$ cat src/rtl/rf_write_arbiter_pkg.sv
// Shared constants, types and helpers for the register-file write arbiter.
package rf_arb_pkg;

    localparam int                    REG_ADDR_W = 5;
    localparam logic [REG_ADDR_W-1:0] REG_ZERO   = 5'd0;
    // Wide enough for a requester index when NUM_REQ is at most 8.
    localparam int                    PTR_W      = 3;

    typedef struct packed {
        logic [REG_ADDR_W-1:0] addr;
        logic [31:0]           data;
    } rf_wr_t;

    // Pointer after a grant: one past the winner, wrapping at n.
    function automatic logic [PTR_W-1:0] next_rr(input logic [PTR_W-1:0] ptr,
                                                 input logic [PTR_W-1:0] winner,
                                                 input int               n);
        if (int'(winner) >= n) return ptr;
        if (int'(winner) == n - 1) return '0;
        return winner + 1'b1;
    endfunction

endpackage

$ cat src/rtl/rf_write_arbiter_if.sv
// Writeback-source and register-file write-port bundle for rf_write_arbiter.
interface rf_write_arbiter_if #(
    parameter int WIDTH   = 32,
    parameter int NUM_REQ = 3
);
    import rf_arb_pkg::*;

    logic                          hold;
    logic [NUM_REQ-1:0]            req_valid;
    logic [NUM_REQ*REG_ADDR_W-1:0] req_addr;
    logic [NUM_REQ*WIDTH-1:0]      req_data;
    logic [NUM_REQ-1:0]            req_ready;
    logic                          RegWrite;
    logic [REG_ADDR_W-1:0]         W_Add;
    logic [WIDTH-1:0]              W_Data;
    logic                          busy;

    modport master (
        output hold, req_valid, req_addr, req_data,
        input  req_ready, RegWrite, W_Add, W_Data, busy
    );

    modport slave (
        input  hold, req_valid, req_addr, req_data,
        output req_ready, RegWrite, W_Add, W_Data, busy
    );

endinterface

$ cat src/rtl/rf_write_arbiter_rr_arbiter.sv
// Combinational round-robin picker: first asserted request at or after ptr, wrapping.
module rr_arbiter
    import rf_arb_pkg::*;
#(
    parameter int N = 3
) (
    input  logic [N-1:0]     req,
    input  logic [PTR_W-1:0] ptr,
    input  logic             en,
    output logic [N-1:0]     gnt,
    output logic [PTR_W-1:0] gnt_idx,
    output logic             any
);

    always_comb begin
        gnt     = '0;
        gnt_idx = '0;
        any     = 1'b0;
        if (en) begin
            // Upper segment [ptr, N) first, then the wrapped segment [0, ptr).
            for (int i = 0; i < N; i++) begin
                if (!any && req[i] && (i >= int'(ptr))) begin
                    gnt[i]  = 1'b1;
                    gnt_idx = PTR_W'(i);
                    any     = 1'b1;
                end
            end
            for (int i = 0; i < N; i++) begin
                if (!any && req[i] && (i < int'(ptr))) begin
                    gnt[i]  = 1'b1;
                    gnt_idx = PTR_W'(i);
                    any     = 1'b1;
                end
            end
        end
    end

endmodule

$ cat src/rtl/rf_write_arbiter.sv
// Round-robin arbiter sharing the register file's single write port among NUM_REQ sources.
module rf_write_arbiter
    import rf_arb_pkg::*;
#(
    parameter int WIDTH   = 32,
    parameter int NUM_REQ = 3
) (
    input logic               clk,
    input logic               reset,
    rf_write_arbiter_if.slave bus
);

    logic [NUM_REQ-1:0]    gnt;
    logic [PTR_W-1:0]      gnt_idx;
    logic                  any;
    logic [REG_ADDR_W-1:0] win_addr;
    logic [WIDTH-1:0]      win_data;

    logic [PTR_W-1:0]      rr_ptr_q, rr_ptr_d;
    logic                  regwrite_q, regwrite_d;
    logic [REG_ADDR_W-1:0] wadd_q, wadd_d;
    logic [WIDTH-1:0]      wdata_q, wdata_d;

    rr_arbiter #(.N(NUM_REQ)) u_rr (
        .req     (bus.req_valid),
        .ptr     (rr_ptr_q),
        .en      (~bus.hold),
        .gnt     (gnt),
        .gnt_idx (gnt_idx),
        .any     (any)
    );

    always_comb begin
        win_addr = '0;
        win_data = '0;
        for (int i = 0; i < NUM_REQ; i++) begin
            if (int'(gnt_idx) == i) begin
                win_addr = bus.req_addr[i*REG_ADDR_W +: REG_ADDR_W];
                win_data = bus.req_data[i*WIDTH +: WIDTH];
            end
        end
    end

    // A grant is always an acceptance: gnt is only raised on a valid request.
    always_comb begin
        rr_ptr_d   = rr_ptr_q;
        regwrite_d = 1'b0;
        wadd_d     = wadd_q;
        wdata_d    = wdata_q;
        if (any) begin
            rr_ptr_d   = next_rr(rr_ptr_q, gnt_idx, NUM_REQ);
            regwrite_d = (win_addr != REG_ZERO);
            wadd_d     = win_addr;
            wdata_d    = win_data;
        end
    end

    always_ff @(posedge clk or posedge reset) begin
        if (reset) begin
            rr_ptr_q   <= '0;
            regwrite_q <= 1'b0;
            wadd_q     <= '0;
            wdata_q    <= '0;
        end else begin
            rr_ptr_q   <= rr_ptr_d;
            regwrite_q <= regwrite_d;
            wadd_q     <= wadd_d;
            wdata_q    <= wdata_d;
        end
    end

    assign bus.req_ready = gnt;
    assign bus.RegWrite  = regwrite_q;
    assign bus.W_Add     = wadd_q;
    assign bus.W_Data    = wdata_q;
    assign bus.busy      = (|bus.req_valid) | regwrite_q;

endmodule

$ cat src/flat_wrapper.sv
// flat-port wrapper written by rule: the top's interface ports become plain ports
module rf_write_arbiter_flat import rf_arb_pkg::*;
#(
    parameter int WIDTH   = 32,
    parameter int NUM_REQ = 3
)
  (clk, reset, bus_hold, bus_req_valid, bus_req_addr, bus_req_data, bus_req_ready, bus_RegWrite, bus_W_Add, bus_W_Data, bus_busy);
  rf_write_arbiter_if #(.WIDTH(WIDTH), .NUM_REQ(NUM_REQ)) bus_i ();
  input logic clk;
  input logic reset;
  input wire logic [$bits(bus_i.hold)-1:0] bus_hold;
  input wire logic [$bits(bus_i.req_valid)-1:0] bus_req_valid;
  input wire logic [$bits(bus_i.req_addr)-1:0] bus_req_addr;
  input wire logic [$bits(bus_i.req_data)-1:0] bus_req_data;
  output wire logic [$bits(bus_i.req_ready)-1:0] bus_req_ready;
  output wire logic [$bits(bus_i.RegWrite)-1:0] bus_RegWrite;
  output wire logic [$bits(bus_i.W_Add)-1:0] bus_W_Add;
  output wire logic [$bits(bus_i.W_Data)-1:0] bus_W_Data;
  output wire logic [$bits(bus_i.busy)-1:0] bus_busy;
  assign bus_i.hold = bus_hold;
  assign bus_i.req_valid = bus_req_valid;
  assign bus_i.req_addr = bus_req_addr;
  assign bus_i.req_data = bus_req_data;
  assign bus_req_ready = bus_i.req_ready;
  assign bus_RegWrite = bus_i.RegWrite;
  assign bus_W_Add = bus_i.W_Add;
  assign bus_W_Data = bus_i.W_Data;
  assign bus_busy = bus_i.busy;
  rf_write_arbiter #(.WIDTH(WIDTH), .NUM_REQ(NUM_REQ)) u_core (.clk(clk), .reset(reset), .bus(bus_i));
endmodule
$ cat config.mk
export PLATFORM = sky130hd
export DESIGN_NAME = rf_write_arbiter_flat
export DESIGN_NICKNAME = d
export VERILOG_FILES = /design/src/rtl/rf_write_arbiter_pkg.sv /design/src/rtl/rf_write_arbiter_if.sv /design/src/rtl/rf_write_arbiter_rr_arbiter.sv /design/src/rtl/rf_write_arbiter.sv /design/src/flat_wrapper.sv
export SDC_FILE = /design/constraint.sdc
export NUM_CORES = 1
export LEC_CHECK = 0
export CAP_MARGIN = 5
export CORE_UTILIZATION = 37
export DETAILED_ROUTE_END_ITERATION = 6
export GPL_TIMING_DRIVEN = 0
export PLACE_DENSITY = 0.85
export SYNTH_ARGS = -nofsm -noshare
export SYNTH_HDL_FRONTEND = slang
export SYNTH_SLANG_ARGS = --single-unit
$ cat constraint.sdc
create_clock -name clk -period 3.2 [get_ports clk]
set_input_delay 0.48 -clock clk [delete_from_list [all_inputs] [get_ports clk]]
set_output_delay 0.48 -clock clk [all_outputs]
set_load 0.02 [all_outputs]
Word-level counts from Yosys, hierarchy flattened
Index checks and enable logic that the tools add are counted.
Word-level totals
  latch bits: 0
  ROM bits: 0
  register bits after elaboration: 41
  logic and storage cells: 74
  memories: 0
  bits in writable memories: 0
Cells by class
  eq/ne operators: 2
  div/mod/pow operators: 0
  multiplexer cells: 40
  reduce and logical (&&, ||, !) cells: 19
  bitwise logic cells: 1
  add/subtract/negate cells: 1
  $mul: 0
  shift operators: 0
  magnitude comparators: 7
Operators with widths (number)
  2-to-1 mux 32 bit: 3
  2-to-1 mux 3 bit: 10
  2-to-1 mux 1 bit: 24
  2-to-1 mux 5 bit: 3
  logical AND 1 bit: 11
  greater-or-equal comparator 1 x 3 -> 1 bit, first input constant: 2
  less-than comparator 1 x 3 -> 1 bit, first input constant: 2
  zero test 1 bit: 5
  nonzero test 5 bit: 1
  adder 3 x 1 -> 3 bit, second input constant: 1
  == test 3 x 2 -> 1 bit, second input constant: 1
  == test 3 bit, second input constant: 1
  greater-or-equal comparator 2 x 3 -> 1 bit, first input constant: 1
  greater-or-equal comparator 3 x 2 -> 1 bit, second input constant: 1
  zero test 3 bit: 1
  less-than comparator 2 x 3 -> 1 bit, first input constant: 1
  OR reduction 3 bit: 1
  OR 1 bit: 1

Logic depth before layout (Yosys ltp)
  word-level depth: 36
  depth in mapped cells: 9
  depth with buffers taken out: 6

Modules after synthesis
A second synthesis with hierarchy kept.
Second synthesis, totals
  cells, all modules: 288
  area total of the unflattened synthesis: 2521.2 sq um
Modules (own cells, without submodules)
  rf_write_arbiter: area each 2396.0 sq um, instances 1, cells each 268
  rr_arbiter: area each 125.1 sq um, instances 1, cells each 20

Worst setup path after synthesis
OpenSTA, ideal clock, no wires.
  kind: reg2out
  start point: register u_core.rr_ptr_q[0]
  end point: output bus_req_ready[0]
  data arrival time: 1.542 ns
  cell stages (with the launch flop): 6
  buffers on the path: 2
  slack: 1.178 ns
  path through: dfrtp_1 nand3b_1 a311o_1 clkbuf_1 buf_2 and2_1
Between the ends
  cells in the longest elaborated chain, start to end: 19
RTL lines
  from (decl): line rf_write_arbiter.sv:19  | logic [PTR_W-1:0] rr_ptr_q, rr_ptr_d;
  from (signal assigned): line rf_write_arbiter.sv:65  | rr_ptr_q <= rr_ptr_d;
  greater-or-equal comparator 1 x 3 -> 1 bit: line rf_write_arbiter_rr_arbiter.sv:22  | if (!any && req[i] && (i >= int'(ptr))) begin
  logical AND 1 bit: line rf_write_arbiter_rr_arbiter.sv:22
  2-to-1 mux 1 bit: line rf_write_arbiter_rr_arbiter.sv:22
  2-to-1 mux 1 bit: line rf_write_arbiter_rr_arbiter.sv:19  | if (en) begin
  zero test 1 bit: line rf_write_arbiter_rr_arbiter.sv:22
  logical AND 1 bit (2 in series): line rf_write_arbiter_rr_arbiter.sv:22
  2-to-1 mux 1 bit: line rf_write_arbiter_rr_arbiter.sv:22
  2-to-1 mux 1 bit: line rf_write_arbiter_rr_arbiter.sv:19
  zero test 1 bit: line rf_write_arbiter_rr_arbiter.sv:22
  logical AND 1 bit (2 in series): line rf_write_arbiter_rr_arbiter.sv:22
  2-to-1 mux 1 bit: line rf_write_arbiter_rr_arbiter.sv:22
  2-to-1 mux 1 bit: line rf_write_arbiter_rr_arbiter.sv:19
  zero test 1 bit: line rf_write_arbiter_rr_arbiter.sv:29  | if (!any && req[i] && (i < int'(ptr))) begin
  logical AND 1 bit (2 in series): line rf_write_arbiter_rr_arbiter.sv:29
  2-to-1 mux 1 bit *: line rf_write_arbiter_rr_arbiter.sv:29
  2-to-1 mux 3 bit *: line rf_write_arbiter_rr_arbiter.sv:19
  to (decl): line flat_wrapper.sv:15  | output wire logic [$bits(bus_i.req_ready)-1:0] bus_req_ready;
Mark *: on every way between the ends. The rest lies on a longest branch, timed or not. The select of a mux whose other input is x is not followed.

Worst setup path in the final report
  start point: input bus_req_valid[2]
  end point: output bus_req_ready[1]
Between the ends
  cells in the longest elaborated chain, start to end: 14
RTL lines
  from (decl): line flat_wrapper.sv:12  | input wire logic [$bits(bus_i.req_valid)-1:0] bus_req_valid;
  logical AND 1 bit * (2 in series): line rf_write_arbiter_rr_arbiter.sv:22
  2-to-1 mux 1 bit *: line rf_write_arbiter_rr_arbiter.sv:22
  2-to-1 mux 1 bit *: line rf_write_arbiter_rr_arbiter.sv:19
  zero test 1 bit: line rf_write_arbiter_rr_arbiter.sv:29
  logical AND 1 bit (2 in series): line rf_write_arbiter_rr_arbiter.sv:29
  2-to-1 mux 1 bit *: line rf_write_arbiter_rr_arbiter.sv:29
  2-to-1 mux 1 bit *: line rf_write_arbiter_rr_arbiter.sv:19
  zero test 1 bit *: line rf_write_arbiter_rr_arbiter.sv:29
  logical AND 1 bit * (2 in series): line rf_write_arbiter_rr_arbiter.sv:29
  2-to-1 mux 1 bit *: line rf_write_arbiter_rr_arbiter.sv:29
  2-to-1 mux 3 bit *: line rf_write_arbiter_rr_arbiter.sv:19
Marked as above.

==> flow_summary.ini <==
[outcome]
outcome = completed

[clocking]
cts_tree = done
clock_latency_ns = 0.29
clockRootBuffer = clkbuf_8
hold_buffers = 0
htree_levels = 2
ctsLongestPathBuffers = 2
clock-sinks = 41
numCtsBuffers = 5
clkTransAtPathRegs_ns = 0.07

[worst_setup_path]
critPathRequiredTime_ns = 2.72
path_cells = clkdlybuf4s50_1, nand4bb_1, o2111a_1, buf_2, nor2b_1, buf_2, buf_4, dlygate4sd2_1
critPathMaxFanout = 10
r2r_end = u_core.bus.RegWrite
timing.reg2reg.worst_path_depth = 8
crit_buf_inv = 5
cp-start-kind = primary input
crit_top_cell = buf_2
rrSetupSlack_ns = 1.03
critPathArrivalTime_ns = 2.48
max_stage_delay_ns = 0.49
criticalPathCategory = primary input to output port
cp_top_family = buffers and inverters
regToRegStartpoint = u_core.rr_ptr_q[0]
cp_slowest_cell = clkdlybuf4s50_1
endpoint_kind = output port

[pwr]
finalPower_w = 0.00174
peakVddDrop_uv = 224
p_per_area_nw_per_um2 = 440
cellLeakagePower_nw = 1.57

[global_routing]
grt_pass1_vias = 2615
grt_usage_pct = 26.6
grt_pass1_wl_um = 12400
overflow = 0
antenna_found_initial = 0
grt_max_degree = 42

[timing]
whs_ns = 0.481
relSlewSlack_pct = 43.4
hold_viol = 0
fin_setup_tns_ns = 0
grt_setup_unrepaired = no
tightestPinTransition_ns = 0.848
layout_setup_ws_ns = 0.241
fmax_mhz = 338
drv_slew = 0
finalCriticalPeriod_ns = 2.96
finalClockSkew_ns = 0.00416
setup_viol = 0
layout_worst_path_cycle_share_pct = 92.5

[routing]
post_drt_wl_per_cell_um = 16.9
drt-initial-drc-count = 158
drt-total-wl_um = 7960
drc_errors = 0
vias = 2543
antenna_left = 0
firstDrtPassIters = 5
viasPerCell = 5.40

[floorplanning]
fp.dieW_um = 78.1
dieHeight_um = 78.1
std_cell_rows = 27
coreArea_um2 = 5540
die_area_um2 = 6090
ios = 159
start_util_pct = 38.6

[worst_hold_path]
hp-start = u_core.bus.W_Data[23]
hold_path.class = flip-flop to flip-flop
min_to = u_core.bus.W_Data[23]
hold_depth = 2

[finish]
postLayoutCoreUtil_pct = 71.2
syn_to_final_growth_pct = 84.3
antenna-diode-count = 0
final_nets = 515
drive_above_1_share_pct = 5.76

[synthesis]
synthCells = 233
ys_seq_area_share_pct = 47.9
synth_area_leaders = dfrtp_1 (48%), a22oi_1 (8.1%), o21ai_0 (7.2%)
synth.top_cell.area_share_pct = 47.9
synth_area_leader_cell = dfrtp_1
synth-edff-count = 0
synth_cell_types = 31
synthArstFlopShare_pct = 100
syn-num-nets = 350
synthesis.area_um2 = 2140
synthFlopType = dfrtp_1
synthTopCellsByCount = dfrtp_1 (41), o21ai_0 (31), a21oi_1 (23), a22oi_1 (23), nand2_1 (23)
synth_most_common_cell = dfrtp_1
synth_area_per_cell_um2 = 9.19
yosysWarnings = 0
synth_seq_cells = 41

[placement]
dpl.hpwl_um = 6120
place_ws_ns = -0.257
port_buffers = 158
gp_congestion = 0.769

[flow_run]
cap_violations = 0
-- layer usage --
layer / global-route usage [%] / vias up / part of all wire (%)
li1: - / 1199 / -
met2: 48.4 / 125 / 52
met5: 0 / - / 0
met4: 4.26 / 0 / 0.44
met3: 5.81 / 4 / 7.2
met1: 32.6 / 1215 / 40
-- area by class of cell --
class                   count  area (um^2)
well taps                  72         90.1
flip-flops and latches     41         1030
fillers                   456         1600
inverters                   2         7.51
multi-input cells         168          996
clock inverters             1         30.0
clock buffers               7         86.3
plain buffers              22          128
repair buffers            158         1580
-- logic make-up after synthesis --
group,share of synthesized area [%]
AOI/OAI and AO/OA,31.6
buffers and inverters,5.73
DFF,47.9
and+or+nand+nor,14.8
-- cell usage in the layout (no fill, tap or decap), types with 2 or more instances in the layout --
master,synthesis,routed
o21ai_0,31,31
buf_6,3,3
clkbuf_1,11,11
clkdlybuf4s50_1,0,155
nand2_1,23,23
a22oi_1,23,23
a21oi_1,23,23
clkbuf_8,0,7
a221oi_1,2,2
nand2b_1,2,2
nor3b_1,8,8
nor2_1,18,17
o21ai_1,7,7
dfrtp_1,41,41
dlygate4sd2_1,0,2
and2_1,4,4
a222oi_1,12,12
buf_2,8,7
-- power by group --
part	total (W)	switching (W)	internal (W)
sequential	0.000644	0.0000471	0.000597
combinational	0.000665	0.000309	0.000356
clock	0.000428	0.000174	0.000254
total	0.00174	0.000530	0.00121
-- worst max path at each step --
stage	start	endpoint	slack (ns)	depth (start not counted)
floorplan	u_core.rr_ptr_q[0]	bus_req_ready[0]	1.18	5
global placement	bus_req_valid[0]	bus_req_ready[0]	-0.22	7
detailed placement	bus_req_valid[0]	bus_req_ready[0]	-0.26	7
CTS	bus_req_valid[2]	bus_req_ready[0]	0.02	7
global route	bus_req_valid[2]	bus_req_ready[1]	0.14	8
finish	bus_req_valid[2]	bus_req_ready[1]	0.24	8
-- sequential cells by signal, summed over array words and instances (netlist names) --
name / cells
u_core.bus.RegWrite: 1
u_core.bus.W_Add: 5
u_core.bus.W_Data: 32
u_core.rr_ptr_q: 3
-- what timing repair did --
| action | CTS | global route |
|---|---|---|
| setup buffers | 0 | 0 |
| pin swaps | 1 | 0 |
| gates resized for setup | 6 | 3 |
| hold endpoints to repair | 0 | 0 |
| setup endpoints to repair | 2 | 1 |
-- worst register-to-register path: stages (launching register included) --
cell       delay [ns]
dfrtp_1          0.44
nand4bb_1        0.21
o2111a_1         0.14
buf_2            0.18
nor2b_1          0.14
buf_2            0.20
a222oi_1         0.37
and3_1           0.24
a31oi_1          0.10
-- per-stage QoR --
stage	instances	cell area (um^2)
5_1_grt	471	3950
3_5_place_dp	463	3810
4_1_cts	471	3940
6_report	471	3950
2_1_floorplan	233	2140
3_3_place_gp	463	3810
Power figures use the tool's default switching activity.
